<file path="config.mk">
export PLATFORM = sky130hd
export DESIGN_NAME = bus_master_port
export DESIGN_NICKNAME = d
export VERILOG_FILES = /design/src/rtl/bus_pkg.sv /design/src/rtl/bus_serialiser.sv /design/src/rtl/bus_master_port.sv
export SDC_FILE = /design/constraint.sdc
export NUM_CORES = 1
export LEC_CHECK = 0
export ABC_AREA = 1
export CAP_MARGIN = 20
export CORE_ASPECT_RATIO = 1.2
export CORE_MARGIN = 10
export CORE_UTILIZATION = 60
export CTS_BUF_LIST = sky130_fd_sc_hd__clkbuf_4 sky130_fd_sc_hd__clkbuf_8 sky130_fd_sc_hd__clkbuf_16
export CTS_CLUSTER_SIZE = 30
export DETAILED_ROUTE_END_ITERATION = 16
export PLACE_DENSITY = 0.91
export SLEW_MARGIN = 20
export SYNTH_ARGS = -nofsm -noshare
export SYNTH_HDL_FRONTEND = slang
export SYNTH_SLANG_ARGS = --single-unit
</file>
<file path="constraint.sdc">
create_clock -name clk -period 5.3 [get_ports clk]
set_input_delay 0.53 -clock clk [delete_from_list [all_inputs] [get_ports clk]]
set_output_delay 0.53 -clock clk [all_outputs]
set_load 0.02 [all_outputs]
</file>
<file path="src/rtl/bus_pkg.sv">
// Shared definitions for the two-master system bus: FSM state encoding and
// the fixed bit values that appear on the serial lines.
package bus_pkg;

    typedef enum logic [2:0] {
        IDLE,
        REQ,
        SEL,
        ADDR,
        WDATA,
        RWAIT,
        RDATA,
        DONE
    } state_t;

    localparam logic MODE_WRITE = 1'b1;
    localparam logic MODE_READ  = 1'b0;
    localparam logic SEL_START  = 1'b1;

endpackage

</file>
<file path="src/rtl/bus_serialiser.sv">
// Generic LSB-first load/shift register with a bit counter; last flags the
// bit currently presented (or being captured) as the final one of len bits.
module bus_serialiser #(
    parameter int W = 8,
    localparam int CW = $clog2(W) + 1
) (
    input  logic          clk,
    input  logic          reset,
    input  logic          load,
    input  logic [W-1:0]  load_data,
    input  logic [CW-1:0] len,
    input  logic          shift,
    input  logic          shift_in,
    output logic [W-1:0]  data,
    output logic          last
);

    logic [CW-1:0] cnt;

    always_ff @(posedge clk or posedge reset) begin
        if (reset) begin
            cnt <= '0;
        end else if (load) begin
            cnt <= '0;
        end else if (shift) begin
            cnt <= cnt + 1'b1;
        end
    end

    // Shift data carries no reset; consumers gate it with their own enables.
    always_ff @(posedge clk) begin
        if (load) begin
            data <= load_data;
        end else if (shift) begin
            data <= {shift_in, data[W-1:1]};
        end
    end

    assign last = (cnt == len - 1'b1);

endmodule

</file>
<file path="src/rtl/bus_master_port.sv">
// Master-side bus port: requests the bus, serialises slave select, mode,
// address and write data, captures serial read data and returns one response.
module bus_master_port
    import bus_pkg::*;
#(
    parameter int ADDR_W  = 12,
    parameter int DATA_W  = 8,
    parameter int SLV_W   = 2,
    parameter int TIMEOUT = 255
) (
    input  logic              clk,
    input  logic              reset,
    input  logic              cmd_valid,
    output logic              cmd_ready,
    input  logic              cmd_write,
    input  logic [SLV_W-1:0]  cmd_slave,
    input  logic [ADDR_W-1:0] cmd_addr,
    input  logic [DATA_W-1:0] cmd_wdata,
    output logic              rsp_valid,
    output logic [DATA_W-1:0] rsp_rdata,
    output logic              rsp_err,
    output logic              bus_request,
    input  logic              bus_grant,
    output logic              slave_select,
    output logic              m_tx,
    output logic              m_tx_valid,
    input  logic              m_rx,
    input  logic              m_rx_valid,
    output logic              busy
);

    localparam int SEL_W  = 1 + SLV_W;
    localparam int TX_W   = (1 + ADDR_W > DATA_W) ? 1 + ADDR_W : DATA_W;
    localparam int SEL_CW = $clog2(SEL_W) + 1;
    localparam int TX_CW  = $clog2(TX_W) + 1;
    localparam int RX_CW  = $clog2(DATA_W) + 1;
    localparam int TMO_W  = $clog2(TIMEOUT) + 1;

    localparam logic [TMO_W-1:0]  TMO_LAST = TMO_W'(TIMEOUT - 1);
    localparam logic [SEL_CW-1:0] SEL_LEN  = SEL_CW'(SEL_W);
    localparam logic [TX_CW-1:0]  ADDR_LEN = TX_CW'(1 + ADDR_W);
    localparam logic [TX_CW-1:0]  DATA_LEN = TX_CW'(DATA_W);
    localparam logic [RX_CW-1:0]  RX_LEN   = RX_CW'(DATA_W);

    state_t              state;
    logic [TMO_W-1:0]    tmo_cnt;
    logic                req_q;
    logic                sel_en;

    logic                lat_write;
    logic [SLV_W-1:0]    lat_slave;
    logic [ADDR_W-1:0]   lat_addr;
    logic [DATA_W-1:0]   lat_wdata;

    logic                sel_load, sel_shift, sel_last;
    logic [SEL_W-1:0]    sel_q;
    logic                tx_load, tx_shift, tx_last;
    logic [TX_W-1:0]     tx_load_data, tx_q;
    logic [TX_CW-1:0]    tx_len;
    logic                rx_load, rx_shift, rx_last;
    logic [DATA_W-1:0]   rx_q, rx_next;

    logic                fin, fin_err;
    logic                mode_bit;
    logic                unused_bits;

    assign mode_bit = lat_write ? MODE_WRITE : MODE_READ;
    assign rx_next  = {m_rx, rx_q[DATA_W-1:1]};

    // Serialiser sequencing: each phase loads its register on the cycle it is entered.
    always_comb begin
        sel_load     = (state == REQ) && bus_grant;
        sel_shift    = (state == SEL);
        tx_load      = 1'b0;
        tx_load_data = TX_W'(lat_wdata);
        tx_len       = (state == WDATA) ? DATA_LEN : ADDR_LEN;
        tx_shift     = (state == ADDR) || (state == WDATA);
        rx_load      = 1'b0;
        rx_shift     = ((state == RWAIT) || (state == RDATA)) && m_rx_valid && bus_grant;
        if ((state == SEL) && bus_grant && sel_last) begin
            tx_load      = 1'b1;
            tx_load_data = TX_W'({lat_addr, mode_bit});
        end
        if ((state == ADDR) && bus_grant && tx_last) begin
            tx_load = lat_write;
            rx_load = !lat_write;
        end
    end

    // Completion decision: grant loss in SEL..RDATA aborts in the same cycle.
    always_comb begin
        fin     = 1'b0;
        fin_err = 1'b0;
        case (state)
            REQ: begin
                if (!bus_grant && (tmo_cnt == TMO_LAST)) begin
                    fin     = 1'b1;
                    fin_err = 1'b1;
                end
            end
            SEL, ADDR: begin
                if (!bus_grant) begin
                    fin     = 1'b1;
                    fin_err = 1'b1;
                end
            end
            WDATA: begin
                if (!bus_grant) begin
                    fin     = 1'b1;
                    fin_err = 1'b1;
                end else if (tx_last) begin
                    fin = 1'b1;
                end
            end
            RWAIT, RDATA: begin
                if (!bus_grant) begin
                    fin     = 1'b1;
                    fin_err = 1'b1;
                end else if (m_rx_valid) begin
                    fin = rx_last;
                end else if (tmo_cnt == TMO_LAST) begin
                    fin     = 1'b1;
                    fin_err = 1'b1;
                end
            end
            default: begin
                fin     = 1'b0;
                fin_err = 1'b0;
            end
        endcase
    end

    always_ff @(posedge clk or posedge reset) begin
        if (reset) begin
            state      <= IDLE;
            tmo_cnt    <= '0;
            req_q      <= 1'b0;
            sel_en     <= 1'b0;
            m_tx_valid <= 1'b0;
            cmd_ready  <= 1'b1;
            busy       <= 1'b0;
            rsp_valid  <= 1'b0;
            rsp_err    <= 1'b0;
            rsp_rdata  <= '0;
        end else if (fin) begin
            state      <= DONE;
            req_q      <= 1'b0;
            sel_en     <= 1'b0;
            m_tx_valid <= 1'b0;
            rsp_valid  <= 1'b1;
            rsp_err    <= fin_err;
            rsp_rdata  <= (fin_err || lat_write) ? '0 : rx_next;
        end else begin
            case (state)
                IDLE: begin
                    if (cmd_valid) begin
                        state     <= REQ;
                        cmd_ready <= 1'b0;
                        busy      <= 1'b1;
                        req_q     <= 1'b1;
                        tmo_cnt   <= '0;
                    end
                end
                REQ: begin
                    if (bus_grant) begin
                        state   <= SEL;
                        sel_en  <= 1'b1;
                        tmo_cnt <= '0;
                    end else begin
                        tmo_cnt <= tmo_cnt + 1'b1;
                    end
                end
                SEL: begin
                    if (sel_last) begin
                        state      <= ADDR;
                        sel_en     <= 1'b0;
                        m_tx_valid <= 1'b1;
                    end
                end
                ADDR: begin
                    if (tx_last) begin
                        if (lat_write) begin
                            state <= WDATA;
                        end else begin
                            state      <= RWAIT;
                            m_tx_valid <= 1'b0;
                            tmo_cnt    <= '0;
                        end
                    end
                end
                WDATA: ;
                RWAIT, RDATA: begin
                    if (m_rx_valid) begin
                        state   <= RDATA;
                        tmo_cnt <= '0;
                    end else begin
                        tmo_cnt <= tmo_cnt + 1'b1;
                    end
                end
                DONE: begin
                    state     <= IDLE;
                    busy      <= 1'b0;
                    cmd_ready <= 1'b1;
                    rsp_valid <= 1'b0;
                    rsp_err   <= 1'b0;
                    rsp_rdata <= '0;
                end
                default: state <= IDLE;
            endcase
        end
    end

    always_ff @(posedge clk) begin
        if ((state == IDLE) && cmd_valid) begin
            lat_write <= cmd_write;
            lat_slave <= cmd_slave;
            lat_addr  <= cmd_addr;
            lat_wdata <= cmd_wdata;
        end
    end

    // Request rises in the accept cycle so back-to-back transactions leave only DONE low.
    assign bus_request  = req_q | (cmd_valid & cmd_ready & ~reset);
    assign slave_select = sel_en & sel_q[0];
    assign m_tx         = m_tx_valid & tx_q[0];
    assign unused_bits  = ^{sel_q[SEL_W-1:1], tx_q[TX_W-1:1], rx_q[0]};

    bus_serialiser #(.W(SEL_W)) u_sel (
        .clk       (clk),
        .reset     (reset),
        .load      (sel_load),
        .load_data ({lat_slave, SEL_START}),
        .len       (SEL_LEN),
        .shift     (sel_shift),
        .shift_in  (1'b0),
        .data      (sel_q),
        .last      (sel_last)
    );

    bus_serialiser #(.W(TX_W)) u_tx (
        .clk       (clk),
        .reset     (reset),
        .load      (tx_load),
        .load_data (tx_load_data),
        .len       (tx_len),
        .shift     (tx_shift),
        .shift_in  (1'b0),
        .data      (tx_q),
        .last      (tx_last)
    );

    bus_serialiser #(.W(DATA_W)) u_rx (
        .clk       (clk),
        .reset     (reset),
        .load      (rx_load),
        .load_data ('0),
        .len       (RX_LEN),
        .shift     (rx_shift),
        .shift_in  (m_rx),
        .data      (rx_q),
        .last      (rx_last)
    );

endmodule
</file>
## Word level (Yosys, flattened, before mapping)

Index checks and enable logic that the tools add are counted.

- Flip-flop bits (word level): 86
- Latch bits: 0
- Bits in writable memories: 0
- Memory bits (read-only): 0
- Input port bits: 29
- Output and inout port bits: 16
- Logic and storage cells: 150
- Memories kept: 0

- Add/subtract/negate cells: 5
- Multipliers: 0
- Div/mod/pow operators: 0
- Order comparisons: 0
- Eq/ne operators: 20
- Shift operators: 0
- Muxes and demuxes: 62
- Bitwise logic cells: 7
- Reduce and logical (&&, ||, !) cells: 35

Operators by type and width:

| operator | count |
|---|---|
| 2-to-1 mux 9 bit | 5 |
| 2-to-1 mux 13 bit | 3 |
| case mux 9 bit (4 select lines) | 1 |
| 2-to-1 mux 3 bit | 11 |
| 2-to-1 mux 1 bit | 28 |
| 2-to-1 mux 8 bit | 3 |
| case mux 3 bit (6 select lines) | 1 |
| inequality test 3 bit (second input constant) | 5 |
| nonzero test 2 bit | 7 |
| == test 3 bit (second input constant) | 4 |
| 2-to-1 mux 5 bit | 2 |
| adder 9 x 1 -> 9 bit (second input constant) | 1 |
| == test 3 x 2 -> 1 bit (second input constant) | 3 |
| == test 9 x 8 -> 1 bit (second input constant) | 1 |
| logical AND 1 bit | 9 |
| 2-to-1 mux 4 bit | 2 |
| case mux 1 bit (2 select lines) | 4 |
| nonzero test 7 bit | 1 |
| inequality test 2 bit (second input constant) | 3 |
| AND reduction 3 bit | 2 |
| AND reduction 6 bit | 1 |
| nonzero test 3 bit | 2 |
| adder 5 x 1 -> 5 bit (second input constant) | 1 |
| == test 5 bit | 1 |
| 20 further kinds | 28 |

## Longest topological paths before layout

Gate-level depths: netlist (run 1).

- Word-level depth: 9
- Mapped depth: 14
- Gate-level depth less buffers: 12

## Cells and area by module

From an unflattened synthesis (run 1), not the netlist that was laid out.

- Cell total of the unflattened synthesis: 538
- Area, all modules: 4618.2 µm²

By module, submodules not included:

| module | instances | cells each | area each (µm²) | sequential area each (µm²) |
|---|---|---|---|---|
| bus_master_port | 1 | 277 | 2593.7 | 1367.6 |
| bus_serialiser at u_tx | 1 | 122 | 973.4 | 515.5 |
| bus_serialiser at u_rx | 1 | 92 | 688.2 | 340.3 |
| bus_serialiser at u_sel | 1 | 47 | 362.8 | 165.2 |

## Worst setup path before layout (run 1)

OpenSTA, ideal clock, no wires.

- Path type: input to output
- From: in reset
- To: out bus_request
- Arrival: 1.714 ns
- Required time: 4.770 ns
- Path slack: 3.056 ns
- Cell stages on the path: 2
- Buffers on the path: 0
- Cell sequence: inv_1 -> a31o_2

- Cells in the longest elaborated chain, start to end: 3

Ends and longest elaborated chain:

| what | RTL line | RTL |
|---|---|---|
| start, declared | bus_master_port.sv:12 | `input logic reset,` |
| NOT 1 bit | bus_master_port.sv:223 | `assign bus_request = req_q \| (cmd_valid & cmd_ready & ~reset);` |
| bitwise AND 1 bit | bus_master_port.sv:223 |  |
| OR 1 bit | bus_master_port.sv:223 |  |
| end, declared | bus_master_port.sv:22 | `output logic bus_request,` |

No other way between the ends.

## Worst setup path in the final report (run 1)

Ends and elaborated chain as after synthesis.

==> impl_results.md, run 1 <==
- Fin Clk Skew: 12.1 ps
- Synth Area in Compound Gates: 0.0397
- Fin nets: 565
- Area Overhead vs Synth: 16.2%
- Leak: 2.31 nW
- Synth warn: 0
- Simple-gate area share of the yosys netlist: 0.306
- Starting Density: 0.615
- DRT Pass-1 Iters: 5
- Worst VDD drop: 0.321 mV
- H-tree levels: 3
- RSZ-0062 raised after global routing: no
- Met3 Resource Use GR: 0.0484
- Post-synthesis adder-cell area fraction: 0.0179
- DP Worst Slack: 2420 ps
- Period utilization: 0.526
- Pin count of the biggest net entering global routing: 41
- Final cell count without fillers: 622
- Largest family of logic cells by synthesized area: simple AND/OR/NAND/NOR gates
- Detailed-route via count: 3288
- Drt via density: 5.29
- Area of the die: 10700 um2
- Port bufs: 44
- Net Sw Frac: 0.413
- Die width: 96.3 um
- Critical path launch point type: primary input
- Mux cell area share after synthesis: 0
- Post-CTS Hold Buffers: 0
- Outcome: complete, no violations
- Share of cells above drive strength 1: 0.0953
- Fin Setup TNS: 0 ps
- Hold path cells: 2
- Initial antenna violation count: 0
- Placer congestion estimate: 0.889
- Switching power total: 0.00107 W
- Synth cell types: 36
- Busiest grt layer: met2
- Placed Instance Area: 4660 um2
- Die extent in y: 112 um
- Clock Latency Late Sink: 370 ps
- Max Root-Sink Buffers: 2
- DP HPWL: 6050 um
- Post-CTS setup buffer count: 0
- WL/cell: 13.7 um
- Worst EP required: 4770 ps
- Combinational power share: 0.404
- Core outline area: 6810 um2
- Max_slew headroom: 0.526
- Starting DRT DRC Count: 268
- Cts bufs inserted: 9
- Max FO, Critical Path: 40
- CTS tree: done
- Mean Syn Cell Area: 8.65 um2
- Gr usage total: 0.170
- Post-placement cell count: 606
- IO Pins: 45
- Sequential share of power: 0.419
- Final instance area: 4870 um2
- Yosys top cell by area: edfxtp_1
- Cell count after synthesis: 484
- Pwr/cell area: 533 nW/um2
- Met1 Resource Use GR: 0.191
- R2R depth: 8
- Worst setup margin: 2510 ps
- Max Cap Viol: 0
- Cell area after synthesis: 4190 um2
- GRT met2 Usage: 0.289
- First-pass GRT wire length: 14800 um
- Synth top area cells: edfxtp_1 27%, dfrtp_1 23%, nand2_1 15%, nand3_1 4.8%, inv_1 4.7%
- Crit end category: output port
- Post_cts resized: 0
- Final WL: 8530 um
- Seq/Total Area, Yosys: 0.544
- CTS Root Cell: clkbuf_8
- Synth top area share: 0.273
- CTS clk-pin slew, worst paths: 80 ps
- Clock group share of total power: 0.177
- Clock sink count: 85
- Global route overflow: 0
- Max frequency: 359 MHz
- Max-slew violation count: 0
- Ant diodes: 0
- Post-route minimum period: 2790 ps
- Synthesized flop and latch total: 85
- DRT antenna net count: 0
- Xor and xnor fraction of the mapped netlist area: 0.0188
- Final hold viol count: 0
- Vias in the first global route: 3341
- Crit path from: reset
- Fillers: 494
- Post-synth net total: 519
- Hold crit path type: register to register
- Worst-margin pin slew: 709 ps
- Row cnt: 33
- CP arrival: 2260 ps
- Internal power: 0.00152 W
- Post-layout util: 0.714
- Kind of critical path: primary input to output port
- Worst R2R Start: state[0]
- Hold path start: u_sel.data[0]
- Post-route DRC: 0
- Final setup fails: 0
[per-stage QoR]
step           power [W]  hold WS [ps]
6_report         0.00259           480
5_1_grt          0.00279           512
4_1_cts          0.00260           490
3_5_place_dp     0.00214           469
3_3_place_gp     0.00208           443
2_1_floorplan    0.00184           429
[power groups by stage]
stage / registers, W / logic (W) / clock network, W
final: 0.00109 / 0.00105 / 0.000458
after detailed placement: 0.00110 / 0.00104 / 0
after global placement: 0.00108 / 0.000994 / 0
after floorplan: 0.00111 / 0.000737 / 0
after global routing: 0.00111 / 0.00118 / 0.000496
after CTS: 0.00109 / 0.00105 / 0.000466
[cell usage in the layout (no fill, tap or decap), drive strengths merged]
cell	count
nand2	177
inv	62
nor2	49
clkdlybuf4s50	44
nand3	44
dfrtp	38
edfxtp	38
o21ai	16
clkbuf	9
nand4	8
dfxtp	8
nor3	8
xor2	7
ha	6
a21oi	6
clkinv	4
o21a	2
xnor2	2
nand3b	1
a22oi	1
a31o	1
a31oi	1
bufinv	1
dfstp	1
buf	1
[synthesized netlist by cell type (all sizes together)]
| master | instances |
|---|---|
| a21oi | 6 |
| a22oi | 1 |
| a31o | 1 |
| a31oi | 1 |
| buf | 9 |
| clkbuf | 1 |
| dfrtp | 38 |
| dfstp | 1 |
| dfxtp | 8 |
| edfxtp | 38 |
| ha | 6 |
| inv | 60 |
| nand2 | 177 |
| nand3 | 44 |
| nand3b | 1 |
| nand4 | 8 |
| nor2 | 49 |
| nor3 | 8 |
| o21a | 2 |
| o21ai | 16 |
| xnor2 | 2 |
| xor2 | 7 |
[critical path, cell delays in order]
cell,delay (ps)
clkdlybuf4s50_1,400
inv_1,50
buf_4,430
a31o_2,230
clkdlybuf4s50_1,600
[sequential cells by signal, indices dropped and copies added (netlist names), 2 cells and up]
signal and count:
u_tx.cnt 5, u_tx.data 13, u_rx.data 7, lat_wdata 8, lat_addr 12, u_sel.data 3, tmo_cnt 9, u_sel.cnt 3
u_rx.cnt 4, lat_slave 2, state 3, rsp_rdata 8
[path summary, 6_finish.rpt]
| path | slack (ps) | endpoint |
|---|---|---|
| max in group asynchronous | 4340 | cmd_ready |
| max | 2510 | bus_request |
| max reg2reg | 2660 | u_tx.data[4] |
| min reg2reg | 480 | u_sel.data[0] |
| min | 480 | u_sel.data[0] |
| min in group asynchronous | 590 | rsp_err |
[layer usage]
metal  up-vias  share of wire
li1       1634              -
met1      1541           0.40
met2        96           0.52
met3        17          0.061
met4         0          0.018
met5         -              0
[final cells by class]
type	count	area (um2)	share of cell area
Multi-Input combinational cell	329	1610	0.330
Sequential cell	85	2280	0.468
Clock inverter	7	73.8	0.0152
Inverter	60	225	0.0463
Timing Repair Buffer	45	448	0.0921
Tap cell	87	109	0.0224
Clock buffer	9	124	0.0255
[cells by family after synthesis]
kind of cell,after synthesis
AND/OR/NAND/NOR,287
flip-flops,85
buffers and inverters,70
AO/OA/AOI/OAI,27
XOR/XNOR,9
adder cells (fa/ha/maj),6
Note: power is estimated with default switching activity, not from simulation.
==> run 2: changes to the inputs <==
--- a/config.mk
+++ b/config.mk
@@ -9,11 +9,11 @@
 export CAP_MARGIN = 20
 export CORE_ASPECT_RATIO = 1.2
 export CORE_MARGIN = 10
-export CORE_UTILIZATION = 60
+export CORE_UTILIZATION = 56
 export CTS_BUF_LIST = sky130_fd_sc_hd__clkbuf_4 sky130_fd_sc_hd__clkbuf_8 sky130_fd_sc_hd__clkbuf_16
 export CTS_CLUSTER_SIZE = 30
 export DETAILED_ROUTE_END_ITERATION = 16
-export PLACE_DENSITY = 0.91
+export PLACE_DENSITY = 0.86
 export SLEW_MARGIN = 20
 export SYNTH_ARGS = -nofsm -noshare
 export SYNTH_HDL_FRONTEND = slang
==> constraint.sdc (replaced) <==
create_clock -name clk -period 2.7 [get_ports clk]
set_input_delay 0.27 -clock clk [delete_from_list [all_inputs] [get_ports clk]]
set_output_delay 0.27 -clock clk [all_outputs]
set_load 0.02 [all_outputs]
==> run 2 against run 1 <==
Against the previous run:
- sequential power rose by 94%
- sequential cell count did not move
- register-to-register slack got worse by 2300 ps
- combinational power rose by 97%
- sequential share of layout area fell by 0.26 points
- critical path depth rose by 4
- cell count rose by 0.96%
- clock-buffer cell count did not move
- largest power group unchanged
==> impl_results.md, run 2 (synthesis gave the netlist of run 1 again) <==
- Outcome: complete, no violations (unchanged)
- Worst R2R Start: state[2] (was state[0])
- Crit-path cells: inv_2, nand2_4, nor2_4, inv_2, nor2_2, nand3_2, nand2_2, nand3_1, buf_4 (was clkdlybuf4s50_1, inv_1, buf_4, a31o_2, clkdlybuf4s50_1)
- IO Pins: 45 (unchanged)
- Largest reg by FF count: u_tx.data (unchanged)
- Commonest non-fill, non-tap cell in the layout: nand2_1 (unchanged)
- Fin nets: 568 (was 565)
- Max FO, Critical Path: 14 (was 40)
- Detailed-route via count: 3263 (was 3288)
- CTS clk-pin slew, worst paths: 90 ps (was 80 ps)
- Post-CTS setup buffer count: 0 (unchanged)
- Fin Setup TNS: 0 ps (unchanged)
- Period utilization: 0.850
- Initial antenna violation count: 0 (unchanged)
- WL/cell: 13.3 um (was 13.7 um)
- Placed Instance Area: 4690 um2 (was 4660 um2)
- DP Worst Slack: 412 ps (was 2420 ps)
- Flip-flop count of the largest register after layout: 13 (unchanged)
- Share of cells above drive strength 1: 0.102 (was 0.0953)
- Vias in the first global route: 3172 (was 3341)
- Reg area: 2280 um2 (unchanged)
- Worst setup margin: 405 ps (was 2510 ps)
- CP arrival: 2400 ps (was 2260 ps)
- Final setup fails: 0 (unchanged)
- Worst VDD drop: 0.684 mV (was 0.321 mV)
- DRT antenna net count: 0 (unchanged)
- Hold crit path type: primary input to async pin (was register to register)
- Critical Path Max Stage Delay: 470 ps (was 600 ps)
- Area Overhead vs Synth: 16.9% (was 16.2%)
- Sequential share of power: 0.415 (was 0.419)
- Starting DRT DRC Count: 255 (was 268)
- Pin count of the biggest net entering global routing: 40 (was 41)
- Post-route DRC: 0 (unchanged)
- RSZ-0062 raised after global routing: no (unchanged)
- Die extent in y: 115 um (was 112 um)
- Starting Density: 0.576 (was 0.615)
- CTS Root Cell: clkbuf_8 (unchanged)
- Kind of critical path: register to register (was primary input to output port)
- Fin Clk Skew: 12.2 ps (was 12.1 ps)
- Die width: 98.9 um (was 96.3 um)
- Post-route minimum period: 2300 ps
- Max_slew headroom: 0.583 (was 0.526)
- H-tree levels: 3 (unchanged)
- Worst-margin pin slew: 623 ps (was 709 ps)
- Top flop regs: u_tx.data x13, lat_addr x12, tmo_cnt x9 (unchanged)
- Row cnt: 34 (was 33)
- Max Root-Sink Buffers: 2 (unchanged)
- Combinational power share: 0.405 (was 0.404)
- Area of the multi-input gates: 1600 um2 (was 1610 um2)
- Worst EP required: 2810 ps (was 4770 ps)
- Top cell by count, worst path: inv_2 (was clkdlybuf4s50_1)
- DRT Pass-1 Iters: 4 (was 5)
- Max Cap Viol: 0 (unchanged)
- Critical path launch point type: register (was primary input)
- Crit end category: register (was output port)
- Max frequency: 436 MHz
- Max-slew violation count: 0 (unchanged)
- Clock Latency Late Sink: 360 ps (was 370 ps)
- Leak: 2.32 nW (was 2.31 nW)
- Post-CTS Hold Buffers: 0 (unchanged)
- Final instance area: 4890 um2 (was 4870 um2)
- Area of the die: 11300 um2 (was 10700 um2)
- Gr usage total: 0.151 (was 0.170)
- Drt via density: 5.20 (was 5.29)
- Worst reg2reg setup slack: 400 ps (was 2660 ps)
- Fillers: 532 (was 494)
- Clock group share of total power: 0.180 (was 0.177)
- Switching power total: 0.00211 W (was 0.00107 W)
- Final WL: 8350 um (was 8530 um)
- Port bufs: 44 (unchanged)
- Global route overflow: 0 (unchanged)
- Most frequent cells in the layout: 169 x nand2_1, 52 x inv_1, 44 x clkdlybuf4s50_1 (unchanged)
- Cts bufs inserted: 9 (unchanged)
- Reg-to-reg critical path endpoint: u_tx.data[0] (was u_tx.data[4])
- CTS tree: done (unchanged)
- Internal power: 0.00301 W (was 0.00152 W)
- First-pass GRT wire length: 14100 um (was 14800 um)
- Clock sink count: 85 (unchanged)
- Post_cts resized: 0 (unchanged)
- Net Sw Frac: 0.412 (was 0.413)
- Total chip power: 0.00512 W (was 0.00259 W)
- Pwr/cell area: 1050 nW/um2 (was 533 nW/um2)
- Placer congestion estimate: 0.854 (was 0.889)
- Crit-path slowest cell: dfrtp_1 (was clkdlybuf4s50_1)
- Final hold viol count: 0 (unchanged)
- R2R depth: 9 (was 8)
- DP HPWL: 6200 um (was 6050 um)
- Core outline area: 7270 um2 (was 6810 um2)
- Ant diodes: 0 (unchanged)
-- run 2: cell types whose count changed in the layout (fill, tap and decap cells not counted), sizes merged --
| cell | delta |
|---|---|
| buf | +3 |
| clkinv | -3 |
| clkinvlp | +2 |
| inv | +1 |
-- run 2: critical path, delay by kind of cell (launching register included) --
kind,cells,cell delay [ps]
AND/OR/NAND/NOR,6,1080
buffers and inverters,3,480
flip-flops,1,470
-- run 2: routing by layer --
metal | global-route usage | part of all wire | up-vias | routed length [um]
met4 | 0.0526 | 0.017 | 0 | 138
met3 | 0.0483 | 0.048 | 15 | 405
met5 | 0 | 0 | - | 0
met1 | 0.172 | 0.42 | 1547 | 3490
met2 | 0.260 | 0.52 | 64 | 4330
li1 | - | - | 1637 | -
-- run 2: layout make-up --
cell class / count / share of cell area
inverter: 60 / 0.0460
multi-input combinational: 329 / 0.328
sequential: 85 / 0.466
timing repair buffer: 48 / 0.0961
clock inverter: 7 / 0.0164
clock buffer: 9 / 0.0253
tap: 90 / 0.0230
-- run 2: through the flow --
| step | utilization | hold slack, ps | std cells |
|---|---|---|---|
| 2_1_floorplan | - | 369 | 484 |
| 3_3_place_gp | 0.645 | 441 | 612 |
| 3_5_place_dp | 0.645 | 463 | 612 |
| 4_1_cts | 0.673 | 427 | 628 |
| 5_1_grt | 0.673 | 435 | 628 |
| 6_report | 0.673 | 396 | 628 |
-- run 2: worst max path at each step --
stage / start / to / slack [ps] / depth (start not counted)
global route: state[0] / u_tx.data[2] / 220 / 9
finish: state[2] / u_tx.data[0] / 400 / 9
floorplan: state[0] / lat_addr[0] / 520 / 4
global placement: bus_grant / u_tx.data[7] / 480 / 7
CTS: state[0] / u_tx.data[0] / 410 / 9
detailed placement: bus_grant / u_tx.data[12] / 410 / 7
-- run 2: power by group through the flow --
stage          Sequential, W  Clock, W  Combinational [W]
3_3_place_gp         0.00212         0            0.00199
3_5_place_dp         0.00215         0            0.00207
5_1_grt              0.00217  0.000987            0.00232
2_1_floorplan        0.00217         0            0.00145
6_report             0.00212  0.000923            0.00207
4_1_cts              0.00212  0.000930            0.00209
